<file path="src/rtl/display_pkg.sv">
// display_pkg: shared scan FSM states, segment width default and anode decode for the 7-segment scanner.
package display_pkg;
  localparam int SEG_W_DEF = 8;
  localparam int MAX_DIGITS = 32;
  typedef enum logic [1:0] {IDLE, BLANK, ON} scan_state_e;
  function automatic logic [MAX_DIGITS-1:0] anode_mask(input int unsigned idx, input int unsigned n);
    logic [MAX_DIGITS-1:0] m;
    m = '1;
    for (int unsigned i = 0; i < MAX_DIGITS; i++) if (i == idx && i < n) m[i] = 1'b0;
    return m;
  endfunction
endpackage

</file>
<file path="src/rtl/scan_prescaler.sv">
// scan_prescaler: per-digit slot counter emitting blank_done and slot_done strobes; held at 0 while not running.
module scan_prescaler #(
  parameter int TICKS_PER_DIGIT = 100000,
  parameter int BLANK_TICKS = 1000
) (
  input  logic clk,
  input  logic rst_n,
  input  logic run,
  output logic blank_done,
  output logic slot_done
);
  localparam int CW = $clog2(TICKS_PER_DIGIT);
  logic [CW-1:0] cnt_q, cnt_d;
  assign blank_done = cnt_q == CW'(BLANK_TICKS - 1);
  assign slot_done = cnt_q == CW'(TICKS_PER_DIGIT - 1);
  always_comb cnt_d = (!run || slot_done) ? '0 : cnt_q + 1'b1;
  always_ff @(posedge clk or negedge rst_n)
    if (!rst_n) cnt_q <= '0;
    else cnt_q <= cnt_d;
endmodule

</file>
<file path="src/rtl/anode_scanner.sv">
// anode_scanner: multiplexed 7-segment anode/cathode driver with per-slot blanking and digit mask.
// Optional SCAN_DIM_EN adds a 16-step PWM brightness gate on the lit anode.
module anode_scanner
  import display_pkg::*;
#(
  parameter int N_DIGITS = 4,
  parameter int TICKS_PER_DIGIT = 100000,
  parameter int BLANK_TICKS = 1000,
  parameter int SEG_W = SEG_W_DEF
) (
  input  logic                        clk,
  input  logic                        rst_n,
  input  logic                        enable,
  input  logic [N_DIGITS-1:0]         digit_en,
  input  logic [N_DIGITS*SEG_W-1:0]   seg_in,
  input  logic [3:0]                  brightness,
  output logic [N_DIGITS-1:0]         anode,
  output logic [SEG_W-1:0]            cathode,
  output logic [$clog2(N_DIGITS)-1:0] digit_idx,
  output logic                        frame_tick
);
  localparam int IW = $clog2(N_DIGITS);
  scan_state_e state_q, state_d;
  logic [IW-1:0] idx_q, idx_d;
  logic [SEG_W-1:0] seg_q, seg_d, cathode_q, cathode_d;
  logic [N_DIGITS-1:0] anode_q, anode_d, lit;
  logic frame_q, frame_d, blank_done, slot_done, gate, last;
`ifdef SCAN_DIM_EN
  logic [3:0] pwm_q;
  assign gate = brightness == 4'hF || pwm_q < brightness;
`else
  logic unused_bright;
  assign unused_bright = ^brightness;
  assign gate = 1'b1;
`endif
  scan_prescaler #(.TICKS_PER_DIGIT(TICKS_PER_DIGIT), .BLANK_TICKS(BLANK_TICKS)) u_pre (
    .clk(clk), .rst_n(rst_n), .run(enable && state_q != IDLE),
    .blank_done(blank_done), .slot_done(slot_done)
  );
  assign last = idx_q == IW'(N_DIGITS - 1);
  assign lit = (digit_en[idx_q] && gate) ? N_DIGITS'(anode_mask(32'(idx_q), N_DIGITS)) : '1;
  always_comb begin
    state_d = state_q;
    idx_d = idx_q;
    seg_d = seg_q;
    anode_d = '1;
    cathode_d = '1;
    frame_d = 1'b0;
    if (!enable) begin
      state_d = IDLE;
      idx_d = '0;
    end else case (state_q)
      IDLE: state_d = BLANK;
      BLANK: if (blank_done) begin
        state_d = ON;
        anode_d = lit;
        cathode_d = ~seg_q;
      end
      ON: if (slot_done) begin
        state_d = BLANK;
        idx_d = last ? '0 : idx_q + 1'b1;
        frame_d = last;
      end else begin
        anode_d = lit;
        cathode_d = ~seg_q;
      end
      default: state_d = IDLE;
    endcase
    // segments are frozen on slot entry so mid-slot input changes never tear
    if (state_d == BLANK && state_q != BLANK) seg_d = seg_in[int'(idx_d)*SEG_W +: SEG_W];
  end
  always_ff @(posedge clk or negedge rst_n)
    if (!rst_n) begin
      state_q <= IDLE;
      idx_q <= '0;
      seg_q <= '0;
      anode_q <= '1;
      cathode_q <= '1;
      frame_q <= 1'b0;
`ifdef SCAN_DIM_EN
      pwm_q <= '0;
`endif
    end else begin
      state_q <= state_d;
      idx_q <= idx_d;
      seg_q <= seg_d;
      anode_q <= anode_d;
      cathode_q <= cathode_d;
      frame_q <= frame_d;
`ifdef SCAN_DIM_EN
      pwm_q <= pwm_q + 1'b1;
`endif
    end
  assign anode = anode_q;
  assign cathode = cathode_q;
  assign digit_idx = idx_q;
  assign frame_tick = frame_q;
endmodule

</file>
<file path="config.mk">
export PLATFORM = sky130hd
export DESIGN_NAME = anode_scanner
export DESIGN_NICKNAME = d
export VERILOG_FILES = /design/src/rtl/display_pkg.sv /design/src/rtl/scan_prescaler.sv /design/src/rtl/anode_scanner.sv
export SDC_FILE = /design/constraint.sdc
export NUM_CORES = 1
export LEC_CHECK = 0
export BUFFER_PORTS_ARGS = -buffer_cell sky130_fd_sc_hd__buf_2
export CAP_MARGIN = 20
export CORE_ASPECT_RATIO = 0.8
export CORE_UTILIZATION = 35
export DETAILED_ROUTE_END_ITERATION = 10
export PLACE_DENSITY_LB_ADDON = 0.05
export SLEW_MARGIN = 5
export SYNTH_ARGS = -nofsm -noshare
export SYNTH_HDL_FRONTEND = slang
export SYNTH_SLANG_ARGS = --single-unit
</file>
<file path="constraint.sdc">
create_clock -name clk -period 2.75 [get_ports clk]
set_input_delay 0.275 -clock clk [delete_from_list [all_inputs] [get_ports clk]]
set_output_delay 0.275 -clock clk [all_outputs]
set_load 0.1 [all_outputs]
</file>
==> results by group, run 1 <==
Logic synthesis
  • Post-synth EDFFs: 0
  • Register area share after synthesis: approximately two fifths
  • Seq cells post-synth: 42
  • Synth warn: 0
  • Cells after Synth: ~290
  • Area of the mapped netlist: between 2000 and 3000 um^2
  • Ys async rst share: between 90% and 100%
  • Post-Syn Nets: between 300 and 400
  • Mean Syn Cell Area: around 9.4 um^2
  • Post-synth cell types: 46
  • Most used DFF post-synth: dfrtp_1

Timing
  • RSZ-0062 raised after global routing: false
  • Final hold vios: 0
  • Slew @ Worst Pin: 787 ps
  • Clock skew after layout: 12.2 ps
  • Fin crit share: around 87%
  • Final Slew Violations: 0
  • Slew margin rel.: 47.3%
  • Final setup vio count: 0
  • Crit path time final: roughly 2400 ps
  • Final setup TNS: 0 ps
  • Fmax: 416 MHz

Placement
  • Port bufs: 53
  • Hpwl dp: about 5200 um
  • Cells after DPL: 441
  • GPL Wtd Cong: around 0.76
  • Post-DP Area: roughly 3100 um^2

Clock tree
  • TritonCTS clock tree: built
  • Clock Sink Count: 42
  • Worst skew pair latency: ~300 ps
  • Post CTS Setup Buffer Count: 0
  • CTS Buffer Depth: 2
  • Cts bufs inserted: 5
  • Clock-pin slew on the worst setup and hold paths: approximately 80 ps
  • H-Tree Depth: 2
  • Root Driver: clkbuf_8

Drt
  • Routed wire length: 7220 um
  • First-pass detailed-route iteration total: 4
  • Vias per inst: approximately 5.2
  • Vias: approximately 2.3k
  • WL/cell: 16.0 um
  • Detail Route Antenna Nets: 0
  • Post-route DRC violation count: 0
  • DRT iter0 DRCs: 158

Layout
  • N_diodes: 0
  • Synthesis-to-finish area growth: 18.8%
  • Final std cells w/o fill: 450
  • Nets: a little under 400
  • Commonest cells after routing, fill and taps aside: 53 x buf_2, 29 x dfrtp_1, 24 x nor2_1
  • Most common cell after layout, fill and taps aside: buf_2
  • Final instance area: around 3200 um^2
  • Layout cells sized above 1: a little under a third

Worst setup path
  • Worst-path maximum fanout: 27
  • Reg2Reg Launch Point: u_pre.cnt_q[12]
  • R2r worst-path depth: 6
  • Worst R2R End: seg_q[2]
  • Required @ worst endpoint: 2950 ps
  • CP Launch Type: flip-flop
  • Worst Path Arrival: 2600 ps
  • WS Path Type: flip-flop to flip-flop
  • R2R Setup Slk: approximately 350 ps
  • Crit. End Element: flip-flop

Hold path
  • Endpoint, Worst Hold: seg_q[6]
  • Hold path start: seg_in[6]
  • Hold path depth: 3
  • Hold Path Class: primary input to flip-flop

Pwr
  • Clk pwr share: approximately a third
  • Total Power: approximately 1300 uW
  • Cell Pwr Density: between 400 and 500 nW/um^2
  • Worst VDD drop: 0.196 mV
  • Combinational share of power: between 15 and 20%
  • Net switching power: just over 400 uW
  • Leak Pwr: between 0.001 and 0.0015 uW
  • Sw Share: between 30% and 40%
  • Int Power: ~940 uW
  • Sequential share of power: approximately 51%

Global route
  • Tot GR Track Use: 19.0%
  • Gr ovfl total: 0
  • First-pass GRT wire length: around 12,000 um
  • Vias in the first global route: ~2.2k
  • Antenna violations before repair: 0
  • Pin count of the biggest net entering global routing: 28

Floorplanning
  • Die Y: between 80 and 90 um
  • I/O pin cnt: between 50 and 60
  • Row count: 28
  • Total core area: 7460 um^2
  • DIE WIDTH: approximately 100 um
  • Initial Util: a little over a third
  • Die footprint: ~8100 um^2

Run
  • # Max-Cap Violations: 0

Run status
  • Run status: completed
==> cells in the mapped netlist, types with 2 or more instances <==
cell type / count / area share (%)
a21o_1: 13 / 3.6
xor2_1: 8 / 2.6
nor3_1: 3 / 0.55
a211oi_1: 8 / 2.2
buf_6: 3 / 1.2
nand4_1: 11 / 2.5
inv_1: 18 / 2.5
mux2_2: 8 / 3.3
a21oi_1: 13 / 2.4
nor2_1: 24 / 3.3
a221oi_1: 8 / 2.6
or4bb_1: 2 / 0.83
nand2_1: 20 / 2.8
and3_1: 2 / 0.46
xnor2_1: 6 / 1.9
o221ai_1: 16 / 5.1
ha_1: 10 / 4.6
dfstp_2: 12 / 12
or3_1: 3 / 0.69
clkbuf_1: 11 / 1.5
nand3_1: 6 / 1.1
o21ai_0: 9 / 1.7
o21ai_1: 3 / 0.55
buf_2: 5 / 0.92
mux2i_1: 8 / 2.9
dfrtp_1: 30 / 28
a31oi_1: 9 / 2.1
==> cell type report <==
class	count	area (um^2)
fillers	783	4230
multi-input cells	208	1480
flip-flops and latches	42	1070
repair buffers	69	388
well taps	105	131
clock buffers	7	86.3
inverters	18	67.6
clock inverters	1	8.76
==> per-stage QoR <==
step	hold WS [ps]	util [%]	setup WS [ps]
2_1_floorplan	-20.6	-	180
3_3_place_gp	272	41.9	403
3_5_place_dp	271	41.9	399
4_1_cts	368	43.3	367
5_1_grt	408	43.3	196
6_report	379	43.3	347
==> routing by layer <==
metal | vias up | GRT usage (%) | share of wire, %
li1 | 1173 | - | -
met1 | 1099 | 29.0 | 54
met2 | 67 | 26.6 | 41
met3 | 8 | 3.96 | 4.4
met4 | 0 | 5.36 | 1.0
met5 | - | 0 | 0
==> power groups by stage <==
stage                     Sequential [uW]  Combinational (uW)  Clock, uW
after global routing                  687                 258        472
after floorplan                       750                91.5          0
final                                 682                 235        433
after detailed placement              693                 234          0
after global placement                692                 233          0
after CTS                             681                 237        450
==> worst max-delay path, stage by stage, from the launching register on <==
cell and delay [ps]:
dfrtp_1 440, or4_4 570, nor4_4 350, buf_4 360
a31o_4 260, o221ai_1 110, o221ai_1 210
==> worst max-delay path by stage <==
stage	start	endpoint	slack (ps)	cells after the start
floorplan	digit_idx[0]	seg_q[0]	180	8
global placement	u_pre.cnt_q[12]	seg_q[6]	400	6
detailed placement	u_pre.cnt_q[12]	seg_q[3]	400	6
CTS	u_pre.cnt_q[12]	seg_q[3]	370	6
global route	u_pre.cnt_q[12]	seg_q[4]	200	6
finish	u_pre.cnt_q[12]	seg_q[2]	350	6
==> cells by family (layout without fill, tap and decap cells) <==
kind of cell | count (synthesis) | in the layout | synth area share [%]
compound gates | 84 | 84 | 22.2
simple gates | 83 | 83 | 16.2
flops | 42 | 42 | 39.2
buf+inv | 38 | 95 | 6.30
mux | 17 | 17 | 7.08
xor+xnor | 14 | 14 | 4.51
fa+ha+maj | 10 | 10 | 4.60
==> flip-flops by register name, summed over array words and instances (netlist names) <==
register and flops:
cathode 8, seg_q 8, anode 4, digit_idx 2, frame_tick 1, u_pre.cnt_q 17
state_q 2
==> timing repair <==
action	4_1_cts	5_1_grt
gates resized for setup	0	0
hold buffers	1	0
hold endpoints to repair	10	0
setup endpoints to repair	0	0
No activity file was read; power rests on OpenSTA's default activity.
==> inputs of run 2 (changes only) <==
- clock period: 2.75 -> 2.1 ns (I/O delays scaled with it)
==> results by group, run 2 (synthesis results as in run 1) <==
Layout
  • Max reg flops: 17 (unchanged)
  • Nets: 427 (+7.6%)
  • Area of the multi-input gates: 1630 um^2 (+9.9%)
  • N_diodes: 0 (unchanged)
  • Commonest cells after routing, fill and taps aside: 53 x buf_2, 34 x buf_4, 28 x dfrtp_1
  • Most common cell after layout, fill and taps aside: buf_2
  • Synthesis-to-finish area growth: 36.6%
  • # fillers: 718 (-8.3%)
  • Register area: 1070 um^2 (+0.59%)
  • Layout cells sized above 1: 43.2% (+13 points)
  • Largest Register: u_pre.cnt_q
  • Final instance area: 3720 um^2 (+15%)

Worst setup path
  • Critical Path Stages: 8 (+2)
  • R2R Setup Slk: -120 ps (-460 ps)
  • Required @ worst endpoint: 2300 ps (-650 ps)
  • Critical Path Source: u_pre.cnt_q[13]
  • Most frequent cell on the critical path: buf_12
  • Worst Path Arrival: 2420 ps (-180 ps)
  • Slowest cell delay on critical path: 570 ps (about the same)
  • WS Path Type: flip-flop to flip-flop
  • CP Launch Type: flip-flop
  • CP cell instances: or4_4 -> nor4_4 -> buf_4 -> buf_12 -> and2_4 -> buf_12 -> a31oi_1 -> o221ai_1
  • R2r worst-path depth: 8 (+2)
  • Reg2Reg Launch Point: u_pre.cnt_q[13]
  • Worst R2R End: seg_q[2]
  • Worst-path maximum fanout: 11 (-59%)
  • CP bufs+invs: 3 (+2)
  • Crit. End Element: flip-flop
  • Slowest cell on crit path: or4_4
  • CP Capture Point: seg_q[2]
  • Top delay family on crit path: simple AND/OR/NAND/NOR gates

Timing
  • RSZ-0062 raised after global routing: true
  • Final worst slack: -117 ps (-464 ps)
  • Fin crit share: 106% (+18 points)
  • Slew @ Worst Pin: 502 ps (-285 ps)
  • Final hold slack: 265 ps (-114 ps)
  • Final setup vio count: 14 (+14)
  • Crit path time final: 2220 ps (-186 ps)
  • Clock skew after layout: 7.96 ps (-4.21 ps)
  • Slew margin rel.: 66.3% (+19 points)
  • Fmax: 451 MHz (+8.4%)
  • Final hold vios: 0 (unchanged)
  • Final Slew Violations: 0 (unchanged)

Global route
  • Antenna violations before repair: 0 (unchanged)
  • Gr ovfl total: 0 (unchanged)
  • Pin count of the biggest net entering global routing: 22 (-21%)
  • First-pass GRT wire length: 11,800 um (+0.18%)
  • Tot GR Track Use: 19.0% (unchanged)
  • Vias in the first global route: 2,313 (+5.1%)

Drt
  • Vias: 2,529 (+7.8%)
  • WL/cell: 15.7 um (-2.0%)
  • Detail Route Antenna Nets: 0 (unchanged)
  • Routed wire length: 7540 um (+4.5%)
  • First-pass detailed-route iteration total: 5 (+1)
  • Vias per inst: 5.27 (+1.0%)
  • DRT iter0 DRCs: 162 (+2.5%)
  • Post-route DRC violation count: 0 (unchanged)

Placement
  • GPL Wtd Cong: 0.798 (+4.9%)
  • Hpwl dp: 5280 um (+2.3%)
  • Port bufs: 53 (unchanged)
  • Post-DP Area: 3350 um^2 (+7.2%)

Clock tree
  • Worst skew pair latency: 290 ps (about the same)
  • CTS Buffer Depth: 2 (unchanged)
  • Clock Sink Count: 42 (unchanged)
  • Cts bufs inserted: 5 (unchanged)
  • Root Driver: clkbuf_8
  • TritonCTS clock tree: built
  • Clock-pin slew on the worst setup and hold paths: 90 ps (about the same)
  • H-Tree Depth: 2 (unchanged)

Run
  • # Max-Cap Violations: 0 (unchanged)

Pwr
  • Leak Pwr: 0.00154 uW (+15%)
  • Cell Pwr Density: 481 nW/um^2 (+15%)
  • Worst VDD drop: 0.222 mV (+13%)

Floorplanning
  • DIE WIDTH: 101 um (unchanged)
  • I/O pin cnt: 58 (unchanged)
  • Initial Util: 36.5% (unchanged)
  • Die footprint: 8130 um^2 (unchanged)
  • Total core area: 7460 um^2 (unchanged)
  • Die Y: 80.9 um (unchanged)
  • Row count: 28 (unchanged)

Hold path
  • Hold Path Class: primary input to asynchronous set/reset pin

Run status
  • Run status: complete, but fails checks
  • Failing checks: setup timing
run 2: per-layer routing:
metal / share of wire [%] / vias to the layer above / track usage (%)
met5: 0 / - / 0
met2: 41 / 98 / 26.5
met3: 6.3 / 2 / 2.84
li1: - / 1242 / -
met4: 0.50 / 0 / 5.22
met1: 52 / 1187 / 29.8
run 2: cell type report:
| cell class | instances | share of cell area, % |
|---|---|---|
| clock buffers | 5 | 1.85 |
| inverters | 18 | 1.82 |
| repair buffers | 99 | 19.5 |
| clock inverters | 3 | 0.505 |
| flip-flops and latches | 42 | 28.9 |
| well taps | 105 | 3.53 |
| multi-input cells | 208 | 43.9 |
run 2: worst min-delay path by stage:
stage | slack [ps] | start | end
2_1_floorplan | -90 | rst_n | frame_tick
6_report | 270 | rst_n | seg_q[4]
4_1_cts | 260 | rst_n | seg_q[4]
3_5_place_dp | 50 | rst_n | seg_q[4]
3_3_place_gp | 50 | rst_n | seg_q[4]
5_1_grt | 280 | rst_n | seg_q[4]
run 2: worst register-to-register path: stages (launching register included):
cell,delay (ps)
dfrtp_1,390
or4_4,580
nor4_4,220
buf_4,180
buf_12,140
and2_4,170
buf_12,130
a31oi_1,120
o221ai_1,210
run 2: what timing repair did:
item / CTS / global route
endpoints found under the setup margin: 20 / 37
pin swaps: 1 / 16
setup buffers: 2 / 5
gates cloned: 0 / 2
hold endpoints to repair: 6 / 0
hold buffers: 1 / 0
resized for setup: 5 / 32
run 2: where the power goes:
part | switching [uW] | leakage (uW) | internal (uW) | total [uW]
registers | 36.4 | 0.000530 | 863 | 900
logic | 224 | 0.000966 | 126 | 350
clock network | 305 | 0.0000483 | 235 | 540
total | 566 | 0.00154 | 1220 | 1790
run 2: per-stage QoR:
stage / std cells / total power [uW] / utilization (%) / worst slack, ps / TNS, ps
finish: 480 / 1790 / 49.8 / -117 / -734
floorplan: 288 / 1100 / - / 8.89 / 0
global route: 480 / 1880 / 49.8 / -189 / -3470
global placement: 463 / 1220 / 45.0 / -77.0 / -590
CTS: 474 / 1770 / 46.8 / -53.6 / -359
detailed placement: 463 / 1220 / 45.0 / -85.3 / -584
==> inputs of run 3 (changes only) <==
- CELL_PAD_IN_SITES_DETAIL_PLACEMENT: default -> 1
- CELL_PAD_IN_SITES_GLOBAL_PLACEMENT: default -> 2
- CORE_UTILIZATION: 35 -> 30
- MAX_ROUTING_LAYER: default -> met4
==> results by group, run 3 (synthesis results as in run 1) <==
Drt
  • WL/cell: 17.7 um (+12%)
  • Routed wire length: 8740 um (+16%)
  • Post-route DRC violation count: 0 (unchanged)
  • Detail Route Antenna Nets: 0 (unchanged)
  • First-pass detailed-route iteration total: 4 (-1)
  • DRT iter0 DRCs: 78 (-52%)
  • Vias: 2,583 (+2.1%)
  • Vias per inst: 5.22 (-0.96%)

Clock tree
  • Clock Sink Count: 42 (unchanged)
  • TritonCTS clock tree: built
  • Clock-pin slew on the worst setup and hold paths: 60 ps (-30 ps)
  • Worst skew pair latency: 290 ps (about the same)
  • CTS Buffer Depth: 2 (unchanged)
  • Root Driver: clkbuf_16
  • H-Tree Depth: 2 (unchanged)
  • Cts bufs inserted: 5 (unchanged)

Global route
  • Antenna violations before repair: 0 (unchanged)
  • First-pass GRT wire length: 14,200 um (+21%)
  • Gr ovfl total: 0 (unchanged)
  • Vias in the first global route: 2,643 (+14%)
  • Tot GR Track Use: 20.6% (+1.7 points)
  • Pin count of the biggest net entering global routing: 24 (+9.1%)

Pwr
  • Net switching power: 597 uW (+5.5%)
  • Cell Pwr Density: 556 nW/um^2 (+15%)
  • Leak Pwr: 0.00164 uW (+6.4%)
  • Combinational share of power: 17.2% (-2.3 points)
  • Sw Share: 27.7% (-3.9 points)
  • Clk pwr share: 41.2% (+11 points)
  • Int Power: 1560 uW (+27%)
  • Sequential share of power: 41.6% (-8.7 points)
  • Worst VDD drop: 0.398 mV (+79%)

Timing
  • Final setup vio count: 18 (+4)
  • Final worst slack: -109 ps (+7.93 ps)
  • Slew margin rel.: 65.4% (-0.88 points)
  • RSZ-0062 raised after global routing: true
  • Fin crit share: 105% (-0.38 points)
  • Final setup TNS: -1350 ps (-619 ps)
  • Final hold vios: 0 (unchanged)
  • Crit path time final: 2210 ps (-7.93 ps)
  • Fmax: 453 MHz (+0.36%)
  • Clock skew after layout: 4.87 ps (-3.09 ps)
  • Slew @ Worst Pin: 515 ps (+13.1 ps)
  • Final Slew Violations: 0 (unchanged)

Worst setup path
  • Worst R2R End: seg_q[2]
  • Worst-path maximum fanout: 8 (-3)
  • Crit. End Element: flip-flop
  • Critical Path Source: u_pre.cnt_q[5]
  • Worst Path Arrival: 2350 ps (-70 ps)
  • CP Launch Type: flip-flop
  • Reg2Reg Launch Point: u_pre.cnt_q[5]
  • CP Capture Point: seg_q[2]
  • WS Path Type: flip-flop to flip-flop
  • R2r worst-path depth: 7 (-1)
  • R2R Setup Slk: -110 ps (about the same)
  • Required @ worst endpoint: 2240 ps (-60 ps)

Layout
  • Final Util: 44.9% (-4.9 points)
  • Nets: 435 (+1.9%)
  • Synthesis-to-finish area growth: 42.3%
  • Commonest cells after routing, fill and taps aside: 53 x buf_2, 42 x buf_4, 28 x dfrtp_1
  • Layout cells sized above 1: 45.4% (+2.2 points)
  • Area of the multi-input gates: 1640 um^2 (+0.77%)
  • Register area: 1070 um^2 (unchanged)
  • # fillers: 1,017 (+42%)
  • Most common cell after layout, fill and taps aside: buf_2
  • Largest Register: u_pre.cnt_q
  • N_diodes: 0 (unchanged)
  • Max reg flops: 17 (unchanged)
  • Final instance area: 3870 um^2 (+4.2%)

Placement
  • Hpwl dp: 6180 um (+17%)
  • GPL Wtd Cong: 0.776 (-2.7%)
  • Post-DP Area: 3430 um^2 (+2.2%)
  • Port bufs: 53 (unchanged)

Floorplanning
  • Total core area: 8630 um^2 (+16%)
  • Die footprint: 9460 um^2 (+16%)
  • I/O pin cnt: 58 (unchanged)
  • Initial Util: 31.5% (-4.9 points)
  • Die Y: 87.2 um (+7.8%)
  • Row count: 30 (+7.1%)
  • DIE WIDTH: 108 um (+7.9%)

Hold path
  • Hold Path Class: primary input to flip-flop

Run
  • # Max-Cap Violations: 0 (unchanged)

Run status
  • Run status: complete, but fails checks
  • Failing checks: setup timing
-- run 3: cell count changes in the layout (fill, tap and decap cells not counted), moves of 3 or more --
cell	before	now
clkbuf_8	5	0
nand2_2	0	4
clkbuf_16	2	5
a31oi_1	5	9
nand2_1	20	16
buf_4	34	42
a31oi_2	3	0
-- run 3: metrics by stage --
stage               cells  hold slack, ps  worst slack, ps  total power (uW)
floorplan             288           -85.6             8.89              1100
global placement      477             165             -147              1230
detailed placement    477             172             -163              1230
CTS                   492             268             -135              2150
global route          495             275             -240              2240
finish                495             265             -109              2150
-- run 3: layout make-up --
class | instances | share of cell area [%]
clock buffer | 5 | 3.23
clock inverter | 3 | 1.03
inverter | 18 | 1.74
multi-input combinational | 208 | 42.4
sequential | 42 | 27.7
tap | 112 | 3.62
timing repair buffer | 107 | 20.2
-- run 3: worst min-delay path by stage --
stage | startpoint | end | slack (ps) | depth (start not counted)
after floorplan | rst_n | frame_tick | -90 | 0
after global placement | rst_n | digit_idx[0] | 160 | 1
after detailed placement | rst_n | frame_tick | 170 | 1
after CTS | enable | state_q[0] | 270 | 3
after global routing | enable | state_q[0] | 270 | 3
final | enable | state_q[0] | 260 | 3
-- run 3: metal layers --
metal | part of all wire (%) | track usage (%) | up-vias
met5 | 0 | - | -
met4 | 0.85 | 5.16 | 0
met3 | 2.7 | 2.77 | 7
met2 | 43 | 29.6 | 41
met1 | 53 | 30.3 | 1279
li1 | - | - | 1256
-- run 3: power by group through the flow --
stage	sequential, uW	clock [uW]	combinational, uW
2_1_floorplan	983	0	120
3_3_place_gp	903	0	325
3_5_place_dp	901	0	328
4_1_cts	889	908	351
5_1_grt	902	938	402
6_report	896	887	369
-- run 3: repair_timing --
item / in CTS / in global routing
setup buffers: 4 / 4
setup endpoints to repair: 35 / 39
hold buffers: 1 / 0
pin swaps: 10 / 7
endpoints found under the hold margin: 10 / 0
gates resized for setup: 14 / 31
cloned: 2 / 0
-- run 3: critical path, cell delays in order, from the launching register on --
cell	delay (ps)
dfrtp_1	380
or4bb_4	550
nor4_4	330
buf_4	200
a31oi_1	80
buf_4	200
o221ai_2	180
o221ai_1	140
